`src/rtl/usb_tx_arbiter_if.sv`:
```
// Byte-stream arbiter bus bundle.
//   Requester side : req_data (24 bits per requester, packed), req_valid, req_ready
//   USB side       : usb_ready, usb_data_out, usb_data_valid
//   Status         : grant_id, busy
// slave  = the arbiter's view, master = the environment driving requests / sinking bytes.
interface usb_tx_arbiter_if #(
    parameter int NUM_REQ = 4,
    parameter int ID_W    = $clog2(NUM_REQ)
);
    logic [24*NUM_REQ-1:0] req_data;
    logic [NUM_REQ-1:0]    req_valid;
    logic [NUM_REQ-1:0]    req_ready;
    logic                  usb_ready;
    logic [7:0]            usb_data_out;
    logic                  usb_data_valid;
    logic [ID_W-1:0]       grant_id;
    logic                  busy;

    modport slave (
        input  req_data, req_valid, usb_ready,
        output req_ready, usb_data_out, usb_data_valid, grant_id, busy
    );

    modport master (
        output req_data, req_valid, usb_ready,
        input  req_ready, usb_data_out, usb_data_valid, grant_id, busy
    );
endinterface

```
`src/rtl/usb_tx_arbiter.sv`:
```
// Round-robin arbiter sharing one USB byte output between NUM_REQ word streams.
// Each 24-bit word goes out as {4'hA, id}, data[23:16], data[15:8], data[7:0].
// A winner keeps the output for up to MAX_BURST back-to-back words.
// Ports:
//   clk, rst_n : clock, asynchronous active-low reset
//   bus        : usb_tx_arbiter_if.slave (request inputs, byte output, grant_id, busy)
module usb_tx_arbiter #(
    parameter int NUM_REQ   = 4,
    parameter int MAX_BURST = 4,
    parameter int ID_W      = $clog2(NUM_REQ)
) (
    input  logic              clk,
    input  logic              rst_n,
    usb_tx_arbiter_if.slave   bus
);
    localparam int BW = $clog2(MAX_BURST) + 1;

    typedef enum logic [2:0] {IDLE, HDR, B2, B1, B0} state_t;

    state_t          state_q;
    logic [23:0]     word_q;
    logic [ID_W-1:0] grant_q;
    logic [ID_W-1:0] last_q;
    logic [BW-1:0]   burst_q;
    logic [7:0]      dout_q;
    logic            dval_q;
    logic            busy_q;

    logic [ID_W-1:0] win;
    logic            any_req;
    logic            xfer;
    logic            cont;

    // Walk from farthest to nearest so the last hit is the first requester
    // after last_q in wrap-around order.
    always_comb begin
        win = last_q;
        for (int k = NUM_REQ; k >= 1; k--) begin
            logic [ID_W-1:0] cand;
            cand = ID_W'((int'(last_q) + k) % NUM_REQ);
            if (bus.req_valid[cand]) win = cand;
        end
    end

    assign any_req = |bus.req_valid;
    assign xfer    = dval_q & bus.usb_ready;
    // Burst continuation: next word captured in the same cycle as the B0 byte leaves.
    assign cont    = (state_q == B0) && xfer && bus.req_valid[grant_q] &&
                     (burst_q < BW'(MAX_BURST - 1));

    always_comb begin
        bus.req_ready = '0;
        if (state_q == IDLE && any_req) bus.req_ready[win]     = 1'b1;
        else if (cont)                  bus.req_ready[grant_q] = 1'b1;
    end

    always_ff @(posedge clk or negedge rst_n) begin
        if (!rst_n) begin
            state_q <= IDLE;
            word_q  <= '0;
            grant_q <= '0;
            last_q  <= ID_W'(NUM_REQ - 1);
            burst_q <= '0;
            dout_q  <= '0;
            dval_q  <= 1'b0;
            busy_q  <= 1'b0;
        end else begin
            unique case (state_q)
                IDLE: if (any_req) begin
                    word_q  <= bus.req_data[24*win +: 24];
                    grant_q <= win;
                    burst_q <= '0;
                    dout_q  <= {4'hA, 4'(win)};
                    dval_q  <= 1'b1;
                    busy_q  <= 1'b1;
                    state_q <= HDR;
                end
                HDR: if (xfer) begin
                    dout_q  <= word_q[23:16];
                    state_q <= B2;
                end
                B2: if (xfer) begin
                    dout_q  <= word_q[15:8];
                    state_q <= B1;
                end
                B1: if (xfer) begin
                    dout_q  <= word_q[7:0];
                    state_q <= B0;
                end
                B0: if (xfer) begin
                    if (cont) begin
                        word_q  <= bus.req_data[24*grant_q +: 24];
                        burst_q <= burst_q + BW'(1);
                        dout_q  <= {4'hA, 4'(grant_q)};
                        state_q <= HDR;
                    end else begin
                        last_q  <= grant_q;
                        dout_q  <= '0;
                        dval_q  <= 1'b0;
                        busy_q  <= 1'b0;
                        state_q <= IDLE;
                    end
                end
                default: state_q <= IDLE;
            endcase
        end
    end

    assign bus.usb_data_out   = dout_q;
    assign bus.usb_data_valid = dval_q;
    assign bus.grant_id       = grant_q;
    assign bus.busy           = busy_q;
endmodule

```
`src/flat_wrapper.sv`:
```
// flat-port wrapper written by rule: the top's interface ports become plain ports
module usb_tx_arbiter_flat 
#(
    parameter int NUM_REQ   = 4,
    parameter int MAX_BURST = 4,
    parameter int ID_W      = $clog2(NUM_REQ)
)
  (clk, rst_n, bus_req_data, bus_req_valid, bus_usb_ready, bus_req_ready, bus_usb_data_out, bus_usb_data_valid, bus_grant_id, bus_busy);
  usb_tx_arbiter_if #(.NUM_REQ(NUM_REQ), .ID_W(ID_W)) bus_i ();
  input  logic clk;
  input  logic rst_n;
  input wire logic [$bits(bus_i.req_data)-1:0] bus_req_data;
  input wire logic [$bits(bus_i.req_valid)-1:0] bus_req_valid;
  input wire logic [$bits(bus_i.usb_ready)-1:0] bus_usb_ready;
  output wire logic [$bits(bus_i.req_ready)-1:0] bus_req_ready;
  output wire logic [$bits(bus_i.usb_data_out)-1:0] bus_usb_data_out;
  output wire logic [$bits(bus_i.usb_data_valid)-1:0] bus_usb_data_valid;
  output wire logic [$bits(bus_i.grant_id)-1:0] bus_grant_id;
  output wire logic [$bits(bus_i.busy)-1:0] bus_busy;
  assign bus_i.req_data = bus_req_data;
  assign bus_i.req_valid = bus_req_valid;
  assign bus_i.usb_ready = bus_usb_ready;
  assign bus_req_ready = bus_i.req_ready;
  assign bus_usb_data_out = bus_i.usb_data_out;
  assign bus_usb_data_valid = bus_i.usb_data_valid;
  assign bus_grant_id = bus_i.grant_id;
  assign bus_busy = bus_i.busy;
  usb_tx_arbiter #(.NUM_REQ(NUM_REQ), .MAX_BURST(MAX_BURST), .ID_W(ID_W)) u_core (.clk(clk), .rst_n(rst_n), .bus(bus_i));
endmodule
```
`config.mk`:
```
export PLATFORM = sky130hd
export DESIGN_NAME = usb_tx_arbiter_flat
export DESIGN_NICKNAME = d
export VERILOG_FILES = /design/src/rtl/usb_tx_arbiter_if.sv /design/src/rtl/usb_tx_arbiter.sv /design/src/flat_wrapper.sv
export SDC_FILE = /design/constraint.sdc
export NUM_CORES = 1
export LEC_CHECK = 0
export CORE_MARGIN = 2
export CORE_UTILIZATION = 35
export CTS_CLUSTER_DIAMETER = 100
export DETAILED_ROUTE_END_ITERATION = 6
export PLACE_DENSITY = 0.66
export SLEW_MARGIN = 10
export SYNTH_ARGS = -nofsm -noshare
export SYNTH_HDL_FRONTEND = slang
export SYNTH_SLANG_ARGS = --single-unit
```
`constraint.sdc`:
```
create_clock -name clk -period 3.05 [get_ports clk]
set_clock_uncertainty 0.05 [all_clocks]
set_input_delay 0.4575 -clock clk [delete_from_list [all_inputs] [get_ports clk]]
set_output_delay 0.4575 -clock clk [all_outputs]
set_load 0.02 [all_outputs]
```
# == After elaboration in Yosys (flattened, before gate mapping) ==
# Cells that the tools add are included.
# op_classes
div_mod_pow,0
mul,2
muxes,46
reduce_logical,16
shift,2
n_eq_ne,11
bitwise_logic,2
n_addsub,5
n_lt_le_gt_ge,9
# ops
op,n
indexed part select 96 x 8 -> 24 bit,2
2-to-1 mux 24 bit,3
2-to-1 mux 8 bit,6
one-hot mux 24 bit (2 select lines),1
one-hot mux 8 bit (5 select lines),1
2-to-1 mux 3 bit,8
< comparator 2 x 3 -> 1 bit (second input constant),6
one-hot mux 3 bit (5 select lines),1
inequality test 2 x 1 -> 1 bit (second input constant),6
2-to-1 mux 1 bit,11
binary-select mux 1 bit (select 2 bit),5
multiplier 2 x 2 -> 4 bit (first input constant),2
2-to-1 mux 2 bit,4
2-to-1 mux 4 bit,2
AND reduction 4 bit,2
equality test 3 x 2 -> 1 bit (second input constant),2
logical AND 1 bit,6
one-hot mux 3 bit (2 select lines),1
AND reduction 6 bit,1
AND reduction 5 bit,1
nonzero test 5 bit,1
adder 2 x 1 -> 2 bit (second input constant),2
adder 2 bit (second input constant),2
demux 1 bit (select 2 bit),2
other kinds (14),15
# totals
regBits,43
latch_bits,0
word_cells,100
rom_bits,0
out_inout_bits,16
mem_count,0
ram_bits,0
in_bits,103

# == Logic depth before layout (Yosys ltp) ==
# Gate-level depths: netlist of the first run.
# logic_depth
ltp_word,12
ltp_mapped,8
ltp_nobuf,5

# == Worst setup path before layout of the first run ==
# OpenSTA, ideal clock, no wires.
# synth_path
path_kind,flip-flop to output port
startpoint,register u_core.last_q[1]
endpoint,output bus_req_ready[1]
path_slack_ps,771
path_stages_with_launch,6
path_buffers,2
t_arrival_ps,1772
required_ps,2542
cell_sequence,dfstp_2 buf_2 mux2i_1 a221oi_2 buf_2 o32ai_1
# synth_via
elab_chain_cells,12
elab_cells_between_ends,22
cone_classes,add/sub: 4; order compare: 2; mux: 15; reduce/logical: 1
# synth_lines
element,line,rtl
start: declaration,usb_tx_arbiter.sv:23,logic [ID_W-1:0] last_q;
start signal: assignment,usb_tx_arbiter.sv:62,last_q <= ID_W'(NUM_REQ - 1);
start signal: assignment,usb_tx_arbiter.sv:97,last_q <= grant_q;
adder 2 x 1 -> 2 bit,usb_tx_arbiter.sv:40,cand = ID_W'((int'(last_q) + k) % NUM_REQ);
binary-select mux 1 bit (select 2 bit),usb_tx_arbiter.sv:41,if (bus.req_valid[cand]) win = cand;
2-to-1 mux 1 bit (not written as such),usb_tx_arbiter.sv:41,
2-to-1 mux 2 bit (3 in series),usb_tx_arbiter.sv:41,
2-to-1 mux 2 bit *,usb_tx_arbiter.sv:41,
< comparator 2 x 3 -> 1 bit (not written as such) or greater-or-equal comparator 2 x 1 -> 1 bit (tied branches),usb_tx_arbiter.sv:53,if (state_q == IDLE && any_req) bus.req_ready[win] = 1'b1;
logical AND 1 bit (not written as such),usb_tx_arbiter.sv:53,
2-to-1 mux 1 bit (not written as such),usb_tx_arbiter.sv:53,
demux 1 bit (select 2 bit) *,-,
2-to-1 mux 4 bit *,usb_tx_arbiter.sv:53,
end: declaration,flat_wrapper.sv:15,output wire logic [$bits(bus_i.req_ready)-1:0] bus_req_ready;
# Mark *: on every way between the ends. The rest lies on a longest branch, timed or not. The select of a mux whose other input is x is not followed.

# == Final worst setup path of the first run ==
# layout_path
startpoint,input bus_req_valid[1]
endpoint,output bus_req_ready[2]
# layout_via
elab_chain_cells,11
elab_cells_between_ends,25
cone_classes,order compare: 2; mux: 18; reduce/logical: 5
# layout_lines
element,line,rtl
start: declaration,flat_wrapper.sv:13,input wire logic [$bits(bus_i.req_valid)-1:0] bus_req_valid;
binary-select mux 1 bit (select 2 bit),usb_tx_arbiter.sv:41,
2-to-1 mux 1 bit (not written as such),usb_tx_arbiter.sv:41,
2-to-1 mux 2 bit (4 in series),usb_tx_arbiter.sv:41,
< comparator 2 x 3 -> 1 bit (not written as such) or greater-or-equal comparator 2 x 1 -> 1 bit (tied branches),usb_tx_arbiter.sv:53,
logical AND 1 bit (not written as such),usb_tx_arbiter.sv:53,
2-to-1 mux 1 bit (not written as such),usb_tx_arbiter.sv:53,
demux 1 bit (select 2 bit),-,
2-to-1 mux 4 bit *,usb_tx_arbiter.sv:53,
# Marked as above.

==> out/qor.txt, run 1 <==
status - finished clean
clock sink count - 43
Worst-path clk slew - 90 ps
post-CTS setup buffer count - 0
Global Route Usage Sum - 0.1902
gr busiest metal - met2
Post-Synth Adder-Cell Area - 0.004078
Core Region - 8593 um^2
P_leak - 1.840 nW
post-synthesis cell area - 3068 um^2
maximum vdd ir drop - 0.3277 mV
post-synthesis sequential area ratio - 0.3515
PortBufs - 118
Worst Tran Pin Value - 971.5 ps
met1 usage - 0.2485
R2R setup slack - 420 ps
Synth Warn # - 0
worst setup margin - 149.0 ps
n_diodes - 0
final wirelength - 8991 um
Via density - 5.371
Max Root-Sink Buffers - 2
DRT antenna net count - 0
CP required - 2540 ps
H-Tree Depth - 2
M2 GR Usage - 0.3268
Final Hold Viols - 0
clk_lat worst skew - 300 ps
total CTS buffers - 5
1st-iter DRT viols - 143
Max-slew headroom - 0.3523
Simple-Gate Fraction of Synth Area - 0.1497
FFs w/ async S/R, synth - 1.000
CTS root buffer - clkbuf_8
site row count - 34
largest family of logic cells by synthesized area - compound AO/OA/AOI/OAI gates
commonest non-fill, non-tap cell in the layout - clkdlybuf4s50_1
most frequent cells in the layout - 113 x clkdlybuf4s50_1, 43 x nand2_1, 41 x dfrtp_1, 35 x nor2_1, 32 x a21oi_1
final setup violation count - 0
final max-slew violation count - 0
vias in the first global route - 3063
maxcap violations - 0
r2r endpoint - u_core.word_q[19]
Worst setup SP type - input port
first-pass GRT wire length - 14890 um
Final nets - 555
GPL Wtd Cong - 0.8571
Layout area overhead - 46.70%
FF-to-FF path depth - 6
initial core utilization - 0.3570
post-synthesis mux area share - 0.1350
RR Startpoint - u_core.state_q[1]
DIE WIDTH - 97.63 um
I/O Pins - 119
Main synth FF type - dfrtp_1
Worst Hold Class - in2async
Pre-antenna DRT Iters - 4
detailed placer's ending HPWL - 7109 um
layout cells sized above 1 - 0.1261
Fmax - 344.7 MHz
Synth Instances - 333
# hold bufs at CTS - 0
RSZ-0062 raised after global routing - false
syn nets - 437
Hold Slack - 250.6 ps
gr ovfl total - 0
met3 usage - 0.02662
drt drc - 0
Chip Height - 97.63 um
Tmin final - 2901 ps
CTS tree - built
routed len/inst - 16.06 um
arrival time worst endpoint - 2390 ps
power per cell area - 809.3 nW/um^2
post-synthesis compound-gate area fraction - 0.2732
Setup Crit Path Kind - in2out
Distinct cells, synth - 51
Syn Area/Cell - 9.213 um^2
via count - 3008
Synth Area in XOR/XNOR - 0.005710
register bit count reported by yosys - 43
worst-path maximum fanout - 4
Die ar. - 9531 um^2
largest net degree at the start of global routing - 44
worst slack, placed - -73.88 ps
Post-synth EDFFs - 0
initial antenna violation count - 0
Final period util - 0.9512
CP Capture Type - output port
final core area utilization - 0.5237
layer usage:
metal	routed length, um	vias up
li1	-	1493
met1	3892	1409
met2	4492	95
met3	449	11
met4	156	0
met5	0	-
critical path, cell delays in order:
cell	delay (ps)
clkdlybuf4s50_1	490
or4_1	600
and2_1	170
and2_1	160
a22o_1	190
dlygate4sd2_1	310
Yosys cell counts (2+ instances only):
library cell | instances | area [um^2]
a211oi_2 | 5 | 62.56
o21ai_0 | 5 | 25.02
mux2i_1 | 31 | 310.3
nand2_1 | 43 | 161.4
nor3_1 | 2 | 10.01
buf_6 | 7 | 78.83
clkbuf_1 | 11 | 41.29
a2111oi_1 | 5 | 50.05
buf_2 | 10 | 50.05
a2111oi_0 | 19 | 166.4
dfstp_2 | 2 | 52.55
a22oi_1 | 3 | 22.52
xnor2_1 | 2 | 17.52
dfrtp_1 | 41 | 1026
mux2_2 | 6 | 67.56
a21oi_1 | 32 | 160.2
o32ai_1 | 3 | 26.28
nor2_1 | 35 | 131.4
and2_1 | 4 | 25.02
buf_4 | 4 | 30.03
o31ai_1 | 5 | 37.54
o311ai_0 | 2 | 17.52
buf_12 | 2 | 40.04
a31oi_1 | 4 | 25.02
a22o_1 | 2 | 17.52
a21o_1 | 3 | 22.52
nand2b_1 | 3 | 18.77
a211oi_1 | 19 | 142.6
registers in the layout, indices dropped and copies added, names as in the netlist:
signal	flops
u_core.burst_q	3
u_core.bus.busy	1
u_core.bus.grant_id	2
u_core.bus.usb_data_out	8
u_core.last_q	2
u_core.state_q	3
u_core.word_q	24
report_power, final:
part	internal [W]	switching, W	leakage (nW)
registers	0.000837	0.000211	0.490
logic	0.000966	0.00110	1.28
clock network	0.000327	0.000203	0.0654
worst max-delay path by stage:
| stage | start | end | slack, ps | cells after the start |
|---|---|---|---|---|
| floorplan | u_core.last_q[1] | bus_req_ready[1] | 770 | 5 |
| global placement | bus_req_valid[1] | bus_req_ready[2] | -50 | 6 |
| detailed placement | bus_req_valid[1] | bus_req_ready[2] | -70 | 6 |
| CTS | bus_req_valid[1] | bus_req_ready[1] | 40 | 6 |
| global route | bus_req_valid[1] | bus_req_ready[2] | 70 | 6 |
| finish | bus_req_valid[1] | bus_req_ready[2] | 150 | 6 |
area by class of cell:
cell class              instances  area [um^2]
clock inverters                 2        60.06
multi-input cells             254         1753
repair buffers                146         1398
fillers                       789         4093
clock buffers                   6        72.57
inverters                       1        3.754
well taps                     108        135.1
flip-flops and latches         43         1079
logic make-up (layout without fill, tap and decap cells):
family,count (synthesis),count (layout)
AOI/OAI and AO/OA,113,113
and+or+nand+nor,99,99
DFF,43,43
muxes,39,39
buffers and inverters,36,155
xor gates and xnor gates,2,2
adders and majority gates,1,1
per-stage QoR:
stage	power, W	area, um^2	TNS [ps]	cells
after global routing	0.003925	4501	0	560
after detailed placement	0.003144	4369	-86.21	552
after global placement	0.003100	4369	-53.08	552
after CTS	0.003666	4498	0	560
final	0.003642	4501	0	560
after floorplan	0.002472	3068	0	333
timing repair:
action                                  CTS  global route
cloned                                    0             0
endpoints found under the setup margin    3             1
resized for setup                         3             1
Power figures use the tool's default switching activity.
==> inputs of run 2 (changes only) <==
Settings changed: TNS_END_PERCENT set to 1.
==> results of run 2 <==
Same layout as run 1: the final DEF is identical, and so are final timing and power.
==> inputs of run 3 (changes only) <==
Settings changed: HOLD_SLACK_MARGIN set to 0.15.
==> results of run 3 <==
Same layout as run 1: the final DEF is identical, and so are final timing and power.
